File: src/rtl/home_sensor_frontend.sv
// -----------------------------------------------------------------------------
// home_sensor_frontend
//
// Sensor-side producer of the motion / dark / color_select triple consumed by
// the lamp controller. The raw PIR sensor and wall button are synchronised and
// debounced. Motion is stretched into an occupancy window with a hold timeout.
// The ambient-light sample is thresholded with hysteresis. Each button press
// steps color_select. All outputs are registered.
//
// Occupancy FSM states:
//   state       | meaning
//   ------------+------------------------------------------------------------
//   ST_IDLE     | room empty, motion=0
//   ST_OCCUPIED | debounced PIR active, motion=1
//   ST_HOLD     | PIR released, hold_cnt counting down to 0, motion=1
//
// Ports:
//   clk           in   1        system clock, rising edge
//   rst           in   1        synchronous reset, active-high
//   pir_raw       in   1        asynchronous PIR sensor level
//   btn_raw       in   1        asynchronous colour button, 1 = pressed
//   light_level   in   LIGHT_W  ambient light sample, larger = brighter
//   light_valid   in   1        light_level is qualified this cycle
//   motion        out  1        occupancy (registered)
//   dark          out  1        darkness flag (registered)
//   color_select  out  3        colour code to the lamp controller (registered)
//   color_change  out  1        one-cycle pulse when color_select updates
// -----------------------------------------------------------------------------
module home_sensor_frontend #(
    parameter int DEBOUNCE_CYCLES = 16,
    parameter int HOLD_CYCLES     = 1000,
    parameter int LIGHT_W         = 8,
    parameter int DARK_ON         = 40,
    parameter int DARK_OFF        = 60,
    parameter int NUM_COLORS      = 5
) (
    input  logic               clk,
    input  logic               rst,
    input  logic               pir_raw,
    input  logic               btn_raw,
    input  logic [LIGHT_W-1:0] light_level,
    input  logic               light_valid,
    output logic               motion,
    output logic               dark,
    output logic [2:0]         color_select,
    output logic               color_change
);

    localparam int                  DB_W       = $clog2(DEBOUNCE_CYCLES + 1);
    localparam logic [DB_W-1:0]     DB_LAST    = DB_W'(DEBOUNCE_CYCLES - 1);
    localparam int                  HOLD_W     = $clog2(HOLD_CYCLES + 1);
    localparam logic [HOLD_W-1:0]   HOLD_LOAD  = HOLD_W'(HOLD_CYCLES - 1);
    localparam logic [LIGHT_W-1:0]  DARK_ON_L  = LIGHT_W'(DARK_ON);
    localparam logic [LIGHT_W-1:0]  DARK_OFF_L = LIGHT_W'(DARK_OFF);
    localparam logic [2:0]          COLOR_LAST = 3'(NUM_COLORS - 1);

    typedef enum logic [1:0] {
        ST_IDLE     = 2'd0,
        ST_OCCUPIED = 2'd1,
        ST_HOLD     = 2'd2
    } state_t;

    // -------------------------------------------------------------------------
    // Two-flop synchronisers
    // -------------------------------------------------------------------------
    logic pir_s1, pir_s2;
    logic btn_s1, btn_s2;

    always_ff @(posedge clk) begin
        if (rst) begin
            pir_s1 <= 1'b0;
            pir_s2 <= 1'b0;
            btn_s1 <= 1'b0;
            btn_s2 <= 1'b0;
        end else begin
            pir_s1 <= pir_raw;
            pir_s2 <= pir_s1;
            btn_s1 <= btn_raw;
            btn_s2 <= btn_s1;
        end
    end

    // -------------------------------------------------------------------------
    // Debounce: count consecutive synced samples that disagree with the
    // accepted level; any agreeing sample restarts the count. The level flips
    // on the DEBOUNCE_CYCLES-th disagreeing sample.
    // -------------------------------------------------------------------------
    logic            pir_d;
    logic [DB_W-1:0] pir_cnt;
    logic            btn_d;
    logic [DB_W-1:0] btn_cnt;

    always_ff @(posedge clk) begin
        if (rst) begin
            pir_d   <= 1'b0;
            pir_cnt <= '0;
        end else if (pir_s2 == pir_d) begin
            pir_cnt <= '0;
        end else if (pir_cnt == DB_LAST) begin
            pir_d   <= ~pir_d;
            pir_cnt <= '0;
        end else begin
            pir_cnt <= pir_cnt + DB_W'(1);
        end
    end

    always_ff @(posedge clk) begin
        if (rst) begin
            btn_d   <= 1'b0;
            btn_cnt <= '0;
        end else if (btn_s2 == btn_d) begin
            btn_cnt <= '0;
        end else if (btn_cnt == DB_LAST) begin
            btn_d   <= ~btn_d;
            btn_cnt <= '0;
        end else begin
            btn_cnt <= btn_cnt + DB_W'(1);
        end
    end

    // -------------------------------------------------------------------------
    // Occupancy FSM
    // -------------------------------------------------------------------------
    state_t            state_q;
    state_t            state_next;
    logic [HOLD_W-1:0] hold_cnt_q;
    logic [HOLD_W-1:0] hold_cnt_next;
    logic              motion_next;

    always_ff @(posedge clk) begin
        if (rst) begin
            state_q    <= ST_IDLE;
            hold_cnt_q <= '0;
            motion     <= 1'b0;
        end else begin
            state_q    <= state_next;
            hold_cnt_q <= hold_cnt_next;
            motion     <= motion_next;
        end
    end

    // A returning PIR in HOLD takes priority over the timeout, so a re-trigger
    // on the terminal count keeps the lamp on without a dropout.
    always_comb begin
        state_next    = state_q;
        hold_cnt_next = hold_cnt_q;
        case (state_q)
            ST_IDLE: begin
                if (pir_d) begin
                    state_next = ST_OCCUPIED;
                end
            end
            ST_OCCUPIED: begin
                if (!pir_d) begin
                    state_next    = ST_HOLD;
                    hold_cnt_next = HOLD_LOAD;
                end
            end
            ST_HOLD: begin
                if (pir_d) begin
                    state_next = ST_OCCUPIED;
                end else if (hold_cnt_q == '0) begin
                    state_next = ST_IDLE;
                end else begin
                    hold_cnt_next = hold_cnt_q - HOLD_W'(1);
                end
            end
            default: begin
                state_next    = ST_IDLE;
                hold_cnt_next = '0;
            end
        endcase
    end

    // motion is taken from the next state so it lines up with the state flop.
    always_comb begin
        motion_next = (state_next != ST_IDLE);
    end

    // -------------------------------------------------------------------------
    // Darkness hysteresis; between the thresholds the flag keeps its value.
    // -------------------------------------------------------------------------
    always_ff @(posedge clk) begin
        if (rst) begin
            dark <= 1'b0;
        end else if (light_valid) begin
            if (light_level <= DARK_ON_L) begin
                dark <= 1'b1;
            end else if (light_level >= DARK_OFF_L) begin
                dark <= 1'b0;
            end
        end
    end

    // -------------------------------------------------------------------------
    // Colour stepping on the rising edge of the debounced button.
    // -------------------------------------------------------------------------
    logic btn_d_q;
    logic btn_rise;

    assign btn_rise = btn_d & ~btn_d_q;

    always_ff @(posedge clk) begin
        if (rst) begin
            btn_d_q      <= 1'b0;
            color_select <= 3'd0;
            color_change <= 1'b0;
        end else begin
            btn_d_q      <= btn_d;
            color_change <= btn_rise;
            if (btn_rise) begin
                if (color_select == COLOR_LAST) begin
                    color_select <= 3'd0;
                end else begin
                    color_select <= color_select + 3'd1;
                end
            end
        end
    end

endmodule

File: config.mk
export PLATFORM = sky130hd
export DESIGN_NAME = home_sensor_frontend
export DESIGN_NICKNAME = d
export VERILOG_FILES = /design/src/rtl/home_sensor_frontend.sv
export SDC_FILE = /design/constraint.sdc
export NUM_CORES = 1
export LEC_CHECK = 0
export ABC_AREA = 1
export CAP_MARGIN = 20
export CORE_UTILIZATION = 40
export DETAILED_ROUTE_END_ITERATION = 8
export PLACE_DENSITY = 0.63
export SLEW_MARGIN = 20
export SYNTH_ARGS = -nofsm -noshare
export SYNTH_HDL_FRONTEND = slang
export SYNTH_SLANG_ARGS = --single-unit
File: constraint.sdc
create_clock -name clk -period 2 [get_ports clk]
set_input_delay 0.4 -clock clk [delete_from_list [all_inputs] [get_ports clk]]
set_output_delay 0.4 -clock clk [all_outputs]
set_load 0.03 [all_outputs]
==> flow_summary.toml <==
[setup_path]
crit_fanout = 5
slowest_delay_ns = 0.70
worstPathRequired_ns = 1.60
endpoint_kind = "primary output"
worstSetupPathType = "reg -> out"
slowest_stage = "clkdlybuf4s50_1"
crit_buf_inv = 1
crit_path_cell_trace = "clkdlybuf4s50_1"
cp_top_family = "buffers and inverters"
critical_path_arrival_ns = 1.38
startpoint_type = "register"

[timing]
fmax_mhz = 563
rsz0062_at_grt = "no"
setup_viol = 0
timing.hold.ws_ns = 0.403
fin_crit_sh_pct = 88.9
worst_slew_pin_slew_ns = 0.438
slew_viol_final = 0
skew_ns = 0.00669
worst_slew_margin_rel_pct = 70.8
finalCriticalPeriod_ns = 1.78
tns_ns = 0
hold_violations = 0

[clock_network]
h-tree-depth = 2
clock_path_buffers = 2
post_cts_buffers = 0
postCtsHoldBufs = 0
cts_buffers = 5
cts-resized-gates = 0
clk_latency_ns = 0.28
cts_tree = "built"
cts.sinks = 35
clk_pin_slew_ns = 0.07
cts_root_buf = "clkbuf_8"

[placed_design]
dp_hpwl_mm = 2.36
place_congestion = 0.809
portBuffers = 18

[die]
die_h_um = 68.2
pin_count = 19
chipWidth_um = 68.2
fp.coreArea_um2 = 4090
die_area_um2 = 4640
initial_core_util_pct = 42.8
rows = 23

[route]
post_drt_wl_per_cell_um = 9.93
avgViaCountPerCell = 4.77
drt-pass1-iter-count = 4
antenna_left = 0
wirelength_mm = 3.08
vias = 1478
drt_iter0_markers = 59
route.detailed.drc = 0

[finish]
layout.nets = 284
layout-drive-gt1-share_pct = 8.85
multiInputGateArea_um2 = 866
n_fill_cell = 416
final_common_cell = "nand2_1"
antennaDiodeCount = 0
regArea_um2 = 701
mostFrequentLayoutCells = "49 x nand2_1, 39 x inv_1, 35 x dfxtp_1"
syn_to_final_growth_pct = 19.7

[logic_synthesis]
synthTopCellsByArea = "dfxtp_1 40%, nand2_1 11%, ha_1 8.6%"
yosys.area.top_type = "dfxtp_1"
synth_warnings = 0
syn-num-nets = 261
syn_avg_cell_area_um2 = 7.42
synth-seq-cells = 35
synthDistinctLibCells = 28
synth_cells = 236
synth.yosys.seq_area_share_pct = 40.0
synth_top_area_share_pct = 40.0
syn-cell-area_um2 = 1750

[grt]
first_global_vias = 1274
grt-ovfl-total = 0
antenna_found_initial = 0
grt_max_degree = 15
grt_pass1_wl_mm = 5.20
track_usage_pct = 15.3

[status]
status = "finished, final reports clean"

[job]
drv_cap = 0

[power_and_ir_drop]
p_leak_nw = 0.899
peakVddDrop_mv = 0.421
p_per_area_nw_per_um2 = 672

[worst_hold_path]
min_path_type = "reg -> reg"
## power by group
group / internal [mW] / switching [mW]
registers: 0.703 / 0.00357
clock network: 0.403 / 0.245
logic: 0.0310 / 0.0223
total: 1.14 / 0.271
## worst reg2reg max path, cell delays in order (launching register included)
cell and delay (ns):
dfxtp_1 0.36, inv_1 0.08, ha_1 0.35, a21oi_4 0.21, o21a_4 0.15, nand2_4 0.10
nor2_2 0.22, nand2_1 0.10, a21oi_2 0.11
## cells by family after synthesis
kind of cell	Yosys count	synth area share, %
AND/OR/NAND/NOR	97	23.9
AO/OA/AOI/OAI	46	16.5
buffers and inverters	45	10.5
flip-flops	35	40.0
adder cells (fa/ha/maj)	12	8.58
XOR/XNOR	1	0.500
## layout make-up
| type | instances | share of cell area, % |
|---|---|---|
| multi-input cells | 156 | 41.3 |
| well taps | 50 | 2.99 |
| flip-flops and latches | 35 | 33.4 |
| repair buffers | 20 | 9.31 |
| clock inverters | 2 | 1.67 |
| clock buffers | 6 | 3.94 |
| inverters | 41 | 7.34 |
## metrics by stage
step           setup WS (ns)  instances  util (%)  cell area, um2  power, mW
2_1_floorplan          0.520        236         -            1750      0.741
3_3_place_gp           0.300        302      48.4            1980      0.776
3_5_place_dp           0.262        302      48.4            1980      0.777
4_1_cts                0.205        310      51.3            2100       1.43
5_1_grt                0.135        310      51.3            2100       1.46
6_report               0.223        310      51.3            2100       1.41
## cell usage after synthesis
master,number
clkbuf_1,2
nand2_4,1
o21bai_1,2
buf_6,2
nand2_1,49
a31oi_1,1
o21ai_2,1
nor3b_1,3
a22oi_1,2
or2_2,1
o31ai_1,1
xnor2_1,1
nand3_2,1
o21ai_0,13
inv_1,39
inv_2,2
nor2_2,3
a211oi_1,2
ha_1,12
a21oi_2,2
nand4_1,1
o21a_4,1
nor2_1,25
nand3_1,13
a21oi_4,1
a21oi_1,17
dfxtp_1,35
o211ai_1,3
## registers in the layout (all words and copies together), names as in the netlist, 2 cells and up
name	cells
btn_cnt	5
color_select	3
hold_cnt_q	10
pir_cnt	5
state_q	2
## final timing paths
check                           slack (ns)       startpoint         endpoint  depth (start not counted)
worst min register to register        0.40           pir_s1           pir_s2                          2
worst min-delay path                  0.40           pir_s1           pir_s2                          2
worst max register to register        0.26       state_q[0]    hold_cnt_q[8]                          8
worst max-delay path                  0.22  color_select[0]  color_select[0]                          1
## per-layer routing
metal  up-vias  global-route usage, %  part of all wire (%)
li1        796                      -                     -
met1       642                   17.2                    47
met2        32                   25.6                    46
met3         8                   5.17                   5.3
met4         0                   7.81                   2.4
met5         -                      0                     0
Power figures use the tool's default switching activity.
